$ cat config.mk
export PLATFORM = sky130hd
export DESIGN_NAME = ae_frame_scheduler
export DESIGN_NICKNAME = d
export VERILOG_FILES = /design/src/rtl/isp_ae_pkg.sv /design/src/rtl/ae_gain_shadow.sv /design/src/rtl/ae_frame_scheduler.sv
export SDC_FILE = /design/constraint.sdc
export NUM_CORES = 1
export LEC_CHECK = 0
export BUFFER_PORTS_ARGS = -buffer_cell sky130_fd_sc_hd__buf_2
export CORE_MARGIN = 1.5
export CORE_UTILIZATION = 49
export CTS_BUF_LIST = sky130_fd_sc_hd__clkbuf_16
export CTS_CLUSTER_SIZE = 16
export DETAILED_ROUTE_END_ITERATION = 7
export PLACE_DENSITY = 0.78
export SYNTH_ARGS = -nofsm -noshare
export SYNTH_HDL_FRONTEND = slang
export SYNTH_SLANG_ARGS = --single-unit
export TNS_END_PERCENT = 5
$ cat constraint.sdc
create_clock -name clk -period 2 [get_ports clk]
set_input_delay 0.2 -clock clk [delete_from_list [all_inputs] [get_ports clk]]
set_output_delay 0.2 -clock clk [all_outputs]
set_load 0.02 [all_outputs]
$ cat src/rtl/isp_ae_pkg.sv
// Shared types and constants for the auto-exposure frame scheduler.
// Gains are unsigned Q8.8 values.
package isp_ae_pkg;

    typedef logic [15:0] gain_t;

    localparam gain_t GainUnity = 16'h0100;

    localparam logic [2:0] StIdle    = 3'd0;
    localparam logic [2:0] StMeasure = 3'd1;
    localparam logic [2:0] StCapture = 3'd2;
    localparam logic [2:0] StPending = 3'd3;
    localparam logic [2:0] StSettle  = 3'd4;

endpackage

$ cat src/rtl/ae_gain_shadow.sv
// Pending/active gain register pair. The active value only moves on commit, taken either from
// the pending register or from a direct source (manual gain).
module ae_gain_shadow
    import isp_ae_pkg::*;
(
    input  logic        clk,
    input  logic        rst_n,
    input  logic        load,
    input  logic [15:0] load_gain,
    input  logic        discard,
    input  logic        commit,
    input  logic        use_direct,
    input  logic [15:0] direct_gain,
    output logic [15:0] active,
    output logic        changed
);

    gain_t pending_q;
    gain_t active_q;
    logic  changed_q;
    gain_t commit_gain;

    assign commit_gain = use_direct ? direct_gain : pending_q;

    always_ff @(posedge clk) begin
        if (!rst_n) begin
            pending_q <= GainUnity;
            active_q  <= GainUnity;
            changed_q <= 1'b0;
        end else begin
            changed_q <= commit && (commit_gain != active_q);
            if (commit) begin
                active_q <= commit_gain;
            end
            if (discard) begin
                pending_q <= GainUnity;
            end else if (load) begin
                pending_q <= load_gain;
            end
        end
    end

    assign active  = active_q;
    assign changed = changed_q;

endmodule

$ cat src/rtl/ae_frame_scheduler.sv
// Frame-level sequencer: forwards statistics to the AE controller, shadows its gain onto frame
// boundaries, discards settling frames and reports lock.
module ae_frame_scheduler
    import isp_ae_pkg::*;
#(
    parameter int unsigned SETTLE_FRAMES = 2,
    parameter int unsigned CTRL_LATENCY  = 2,
    parameter int unsigned LOCK_FRAMES   = 4
) (
    input  logic        clk,
    input  logic        rst_n,
    input  logic        frame_start,
    input  logic        stats_valid,
    input  logic        ae_enable,
    input  logic        manual_mode,
    input  logic [15:0] manual_gain,
    input  logic [15:0] ctrl_gain,
    output logic        ctrl_frame_done,
    output logic [15:0] gain_out,
    output logic        gain_update,
    output logic        locked,
    output logic [2:0]  state
);

    logic [2:0] state_q, state_d;
    logic [2:0] lat_q, lat_d;
    logic [3:0] stable_q, stable_d;
    logic [3:0] settle_q, settle_d;
    logic       cfd_q, cfd_d;
    logic       locked_q, locked_d;

    logic  abort;
    logic  load;
    logic  discard;
    logic  commit;
    logic  use_direct;
    logic  clear_lock;
    gain_t active_gain;

    assign abort = (state_q != StIdle) && (!ae_enable || manual_mode);

    always_comb begin
        state_d    = state_q;
        lat_d      = lat_q;
        stable_d   = stable_q;
        settle_d   = settle_q;
        cfd_d      = 1'b0;
        load       = 1'b0;
        discard    = 1'b0;
        commit     = 1'b0;
        use_direct = 1'b0;
        clear_lock = 1'b0;

        if (abort) begin
            // Override wins over any event in the same cycle; gain_out is left untouched.
            state_d    = StIdle;
            lat_d      = 3'd0;
            stable_d   = 4'd0;
            settle_d   = 4'd0;
            discard    = 1'b1;
            clear_lock = 1'b1;
        end else begin
            case (state_q)
                StIdle: begin
                    if (frame_start) begin
                        if (manual_mode) begin
                            commit     = 1'b1;
                            use_direct = 1'b1;
                            clear_lock = 1'b1;
                        end else if (ae_enable) begin
                            state_d = StMeasure;
                        end
                    end
                end
                StMeasure: begin
                    if (stats_valid) begin
                        cfd_d   = 1'b1;
                        lat_d   = 3'd0;
                        state_d = StCapture;
                    end
                end
                StCapture: begin
                    if (lat_q == 3'(CTRL_LATENCY)) begin
                        lat_d = 3'd0;
                        if (ctrl_gain == active_gain) begin
                            stable_d = (stable_q == 4'd15) ? 4'd15 : stable_q + 4'd1;
                            state_d  = StMeasure;
                        end else begin
                            stable_d = 4'd0;
                            load     = 1'b1;
                            state_d  = StPending;
                        end
                    end else begin
                        lat_d = lat_q + 3'd1;
                    end
                end
                StPending: begin
                    if (frame_start) begin
                        commit     = 1'b1;
                        clear_lock = 1'b1;
                        settle_d   = 4'(SETTLE_FRAMES);
                        state_d    = (SETTLE_FRAMES == 0) ? StMeasure : StSettle;
                    end
                end
                StSettle: begin
                    if (stats_valid) begin
                        if (settle_q <= 4'd1) begin
                            settle_d = 4'd0;
                            state_d  = StMeasure;
                        end else begin
                            settle_d = settle_q - 4'd1;
                        end
                    end
                end
                default: begin
                    state_d = StIdle;
                end
            endcase
        end

        locked_d = clear_lock ? 1'b0 : (stable_d >= 4'(LOCK_FRAMES));
    end

    always_ff @(posedge clk) begin
        if (!rst_n) begin
            state_q  <= StIdle;
            lat_q    <= 3'd0;
            stable_q <= 4'd0;
            settle_q <= 4'd0;
            cfd_q    <= 1'b0;
            locked_q <= 1'b0;
        end else begin
            state_q  <= state_d;
            lat_q    <= lat_d;
            stable_q <= stable_d;
            settle_q <= settle_d;
            cfd_q    <= cfd_d;
            locked_q <= locked_d;
        end
    end

    ae_gain_shadow u_shadow (
        .clk        (clk),
        .rst_n      (rst_n),
        .load       (load),
        .load_gain  (ctrl_gain),
        .discard    (discard),
        .commit     (commit),
        .use_direct (use_direct),
        .direct_gain(manual_gain),
        .active     (active_gain),
        .changed    (gain_update)
    );

    assign gain_out        = active_gain;
    assign ctrl_frame_done = cfd_q;
    assign locked          = locked_q;
    assign state           = state_q;

endmodule

Word-level counts from Yosys, hierarchy flattened. Cells that the tools add are included.

Add/subtract/negate cells: 3. Magnitude comparators: 2. Equality and inequality tests: 16. Mux-type cells: 37. Bitwise gates (word level): 2. Reduce and logical (&&, ||, !) cells: 15.

Operators by type and width (number): $mux 4 (8); $mux 3 (10); $eq 16x16->1 (1); $mux 16 (1); $ne 16x16->1 (1); $ne 2x2->1 const B (8); $pmux 3 s5 (1); $mux 1 (13); $eq 3x2->1 const B (3); $pmux 4 s2 (1); $reduce_and 8->1 (1); $pmux 3 s2 (1); $reduce_or 2->1 (3); $add 4x1->4 const B (1); $eq 4x4->1 const B (1); $ge 4x3->1 const B (1); $le 4x1->1 const B (1); $reduce_bool 2->1 (2); $sub 4x1->4 const B (1); $add 3x1->3 const B (1); $eq 3x1->1 const B (1); $eq 3x3->1 const B (1); $logic_not 3->1 (1); $reduce_and 3->1 (1); other kinds (9) (11).

Flip-flop bits (word level): 49. Output and inout bits: 22. Word-level logic and storage cells: 84.

Depth between registers and ports, before layout.
Depth in word-level cells: 7. Gate-level depth with buffers: 9.

Modules after synthesis. A second synthesis with hierarchy kept.

Cells, all modules: 288. Area total of the unflattened synthesis: 2675.1 um^2.

Modules (own cells, without submodules): ae_gain_shadow (instances 1, cells each 149, area an instance 1522.7 um^2, seq. area each 660.6 um^2); ae_frame_scheduler (instances 1, cells each 139, area an instance 1152.4 um^2, seq. area each 320.3 um^2).

Worst setup path after synthesis. OpenSTA, ideal clock, no wires.

Path kind: flip-flop to flip-flop. From: register state_q[1] (netlist: state[1]). To: register u_shadow.pending_q[10]. Setup time: 128 ps. Arrival: 1906 ps. Required time: 1872 ps. Setup slack: -33 ps. Cell stages (with the launch flop): 9. Path buffers: 3. Clock period less this slack: 2033 ps. Path through: dfxtp_1 > or3b_1 > buf_2 > nor3_4 > nor2b_1 > buf_4 > buf_12 > mux2i_1 > nor2_1.

Word-level cells in the longest chain between the ends: 4. Elaborated cells on any way between the ends: 7. Those cells by class: eq/ne: 1; mux: 3; reduce/logical: 3.

Ends and longest elaborated chain: start: declaration (RTL line ae_frame_scheduler.sv:25) `logic [2:0] state_q, state_d;`; start signal: assignment (RTL line ae_frame_scheduler.sv:126) `state_q <= StIdle;`; start signal: assignment (RTL line ae_frame_scheduler.sv:133) `state_q <= state_d;`; $reduce_bool 3->1 (RTL line ae_frame_scheduler.sv:40) `assign abort = (state_q != StIdle) && (!ae_enable || manual_mode);`; $logic_and 1x1->1 (RTL line ae_frame_scheduler.sv:40); $mux 1 (RTL line ae_frame_scheduler.sv:54) `if (abort) begin`; $reduce_or 2->1 (no source line); end signal: assignment (RTL line ae_gain_shadow.sv:27) `pending_q <= GainUnity;`; end signal: assignment (RTL line ae_gain_shadow.sv:36) `pending_q <= GainUnity;`; end signal: assignment (RTL line ae_gain_shadow.sv:38) `pending_q <= load_gain;`; end: declaration (RTL line ae_gain_shadow.sv:18) `gain_t pending_q;`.

Parallel ways exist; a longest one is shown, timed or not. A chain may end at the register's enable or synchronous reset.

Worst setup path in the final report.
From: register settle_q[0]. To: register state_q[0] (netlist: state[0]).

Word-level cells in the longest chain between the ends: 3.

Ends and longest elaborated chain: start: declaration (RTL line ae_frame_scheduler.sv:28) `logic [3:0] settle_q, settle_d;`; start signal: assignment (RTL line ae_frame_scheduler.sv:136) `settle_q <= settle_d;`; $le 4x1->1 (RTL line ae_frame_scheduler.sv:107) `if (settle_q <= 4'd1) begin`; $ne 2x2->1 (no source line); $reduce_and 8->1 (no source line).

No other way between the ends.

==> flow_summary.yaml <==
min_path:
  hold_depth: 3
  hold_path_class: "primary input to flip-flop"
  hold_path_end: "u_shadow.pending_q[7]"
  hold_path.startpoint: "ctrl_gain[7]"
power:
  switch_pwr_w: 0.00122
  sequentialPowerShare: 0.354
  power.combinational.fraction: 0.406
  leakage_nw: 1.54
  power_w: 0.00329
  power.share.clock: 0.241
  pwr_density_cell_mw_per_mm2: 960
  sw_frac_of_total: 0.371
  max-vdd-ir-drop_mv: 0.454
  internal_power_w: 0.00207
timing:
  worst_slew_margin_rel: 0.678
  final_period_utilization: 0.958
  setup_repair_after_global_routing_missed_its_margin: "false"
  report.final.hold_viol_count: 0
  worst_pin_slew_ns: 0.483
  smallest_setup_slack_after_layout_ns: 0.0831
  totalNegativeSetupSlack_ns: 0
  setup_viol: 0
  timing_max_transition_violations_final: 0
  timing.final.crit_period_ns: 1.92
  fmax_ghz: 0.522
  clock_skew_ns: 0.00573
clock_tree:
  clkTransAtPathRegs_ns: 0.06
  clk_path_buf_depth: 2
  ctsHoldBuffers: 0
  cts_root_buf: "sky130_fd_sc_hd__clkbuf_16"
  cts.sinks: 49
  clkLatencyLatePin_ns: 0.29
  cts-buffers-inserted: 5
  cts_tree: "yes"
  cts.htree.levels: 2
final_layout:
  drive_above_1_share: 0.251
  area_growth_syn_to_layout_pct: 24.2
  final_net_count: 440
  antennaDiodeCount: 0
synth:
  fraction_of_the_mapped_netlist_area_in_adder_cells: 0.0136
  synthDominantAreaCellType: "sky130_fd_sc_hd__dfxtp_1"
  syn_area_mm2: 0.00276
  yosysTopAreaCellShare: 0.356
  combinational_family_with_the_most_area_after_synthesis: "simple AND/OR/NAND/NOR gates"
  synth-simple-area-share: 0.223
  yosys.cell_types.count: 46
  postSynthNetCount: 365
  ys_async_sr_fraction: 0
  yosys-mux-area-fraction: 0.0726
  synth-seq-area-share: 0.356
  post-synth-top-count-cell: "sky130_fd_sc_hd__dfxtp_1"
  synth_ff_type: "sky130_fd_sc_hd__dfxtp_1"
  post_synth_inst_count: 324
  number_of_synthesized_register_bits: 49
  synth_top_cells_by_count: "sky130_fd_sc_hd__dfxtp_1 (49), sky130_fd_sc_hd__nor2_1 (30), sky130_fd_sc_hd__nand3_1 (26)"
  synth-edff-count: 0
  cells_taking_the_most_area_after_synthesis: "sky130_fd_sc_hd__dfxtp_1 (36%), sky130_fd_sc_hd__xnor2_1 (7.6%), sky130_fd_sc_hd__mux2i_1 (7.3%)"
  synth_xor_area_frac: 0.118
  synth-compound-area-share: 0.163
  synth_warnings: 0
  post_syn_area_per_cell_um2: 8.51
routing:
  finalWirelength_um: 7130
  drt-vias-per-instance: 5.69
  route.vias.total: 2681
  drtPass1Iterations: 5
  route.antenna.remaining_nets: 0
  drt_drc_violations_left: 0
  wire_per_inst_um: 15.1
  drt_iter0_markers: 127
grt:
  first_pass_grt_wire_length_um: 11400
  groute.usage.overall: 0.238
  grt_start_max_net_pins: 34
  overflow: 0
  number_of_antenna_violations_at_the_first_check_in_global_routing: 0
  first_global_vias: 2464
placement:
  pre_cts_slack_ns: -0.0242
  port_buffers: 59
  finalWeightedCongestion: 0.865
  dp_hpwl_um: 5220
floorplan:
  top_level_ports: 60
  fp.coreArea_mm2: 0.00547
  initial_core_util: 0.504
  full_die_area_mm2: 0.00609
  die_h_um: 78.0
  die_width_um: 78.0
  fp-row-count: 27
setup_path:
  critical_path.reg2reg.endpoint: "state[0]"
  timing.setup.critical_path_class: "flip-flop to flip-flop"
  element_type_at_the_critical_path_end: "flip-flop"
  crit_fanout: 4
  worst_reg2reg_setup_slack_ns: 0.08
  timing.rr.start: "settle_q[0]"
  startpoint_type: "flip-flop"
  cp_data_arrival_time_ns: 2.14
  cp_required_ns: 2.22
  timing.reg2reg.worst_path_depth: 8
status:
  run_status: "completed"
job:
  drv_cap: 0
## final cells by class
class,count,area [µm²]
Clock buffer,5,125
Sequential cell,49,982
Multi-Input combinational cell,242,1650
Timing Repair Buffer,85,515
Clock inverter,2,7.51
Tap cell,72,90.1
Inverter,16,60.1
Fill cell,497,2050
## placed cells by master (no fill, tap or decap), drive strengths merged, types with 4 or more instances in the layout
| cell | instances |
|---|---|
| a21oi | 12 |
| xor2 | 13 |
| o22ai | 6 |
| xnor2 | 24 |
| o21ai | 6 |
| nor2b | 4 |
| nor4 | 6 |
| a211oi | 4 |
| nor3 | 10 |
| nand3 | 26 |
| buf | 85 |
| inv | 17 |
| o211a | 15 |
| nand2 | 25 |
| a31oi | 5 |
| clkbuf | 5 |
| nand4 | 6 |
| mux2i | 20 |
| nor2 | 30 |
| dfxtp | 49 |
| nand2b | 5 |
## cell families (layout without fill, tap and decap cells)
logic type	after synthesis	in the layout
compound gates	61	61
flops	49	49
mux	20	20
fa+ha+maj	3	3
buf+inv	33	108
simple gates	121	121
xor+xnor	37	37
## registers in the layout, indices dropped and copies added (netlist names)
signal,cells
u_shadow.active,16
lat_q,3
state,3
locked,1
ctrl_frame_done,1
u_shadow.changed,1
settle_q,4
u_shadow.pending_q,16
stable_q,4
## critical path, cell delays in order, from the launching register on
cell and delay, ns:
sky130_fd_sc_hd__dfxtp_1 0.33, sky130_fd_sc_hd__inv_1 0.07, sky130_fd_sc_hd__ha_1 0.16, sky130_fd_sc_hd__nor2_1 0.06, sky130_fd_sc_hd__or4b_1 0.49, sky130_fd_sc_hd__a31oi_1 0.18, sky130_fd_sc_hd__o221ai_2 0.16, sky130_fd_sc_hd__a211o_1 0.29
sky130_fd_sc_hd__a21oi_1 0.11
## worst max path at each step
stage	depth (start not counted)	start	slack, ns	to
after global placement	7	settle_q[1]	0.04	state[1]
after floorplan	8	state[2]	0.04	u_shadow.pending_q[10]
final	8	settle_q[0]	0.08	state[0]
after CTS	7	settle_q[1]	0.009	state[1]
after global routing	8	settle_q[0]	0.005	state[0]
after detailed placement	7	settle_q[1]	-0.02	state[1]
## metrics by stage
step           area, µm²  hold WS, ns  instances   util
2_1_floorplan       2760        0.336        324      -
3_3_place_gp        3280        0.465        464  0.599
3_5_place_dp        3280        0.467        464  0.599
4_1_cts             3420        0.173        471  0.625
5_1_grt             3430        0.180        471  0.626
6_report            3430        0.177        471  0.626
## power by group through the flow
stage	Combinational [W]	Clock, W	Sequential (W)
floorplan	0.000720	0	0.00130
global placement	0.00129	0	0.00118
detailed placement	0.00130	0	0.00118
CTS	0.00132	0.000802	0.00116
global route	0.00145	0.000840	0.00117
finish	0.00133	0.000792	0.00116
## per-layer routing
layer | vias to the layer above | part of all wire | routed length (µm) | global-route usage
met3 | 12 | 0.081 | 576 | 0.0488
met1 | 1254 | 0.43 | 3060 | 0.313
li1 | 1297 | - | - | -
met2 | 118 | 0.47 | 3380 | 0.394
met5 | - | 0 | 0 | 0
met4 | 0 | 0.016 | 115 | 0.0714
## what timing repair did
item | CTS | global route
pin swaps | 0 | 3
buffers inserted | 0 | 0
endpoints found under the setup margin | 2 | 7
cloned | 0 | 0
resized for setup | 1 | 2
Note: power is estimated with default switching activity, not from simulation.
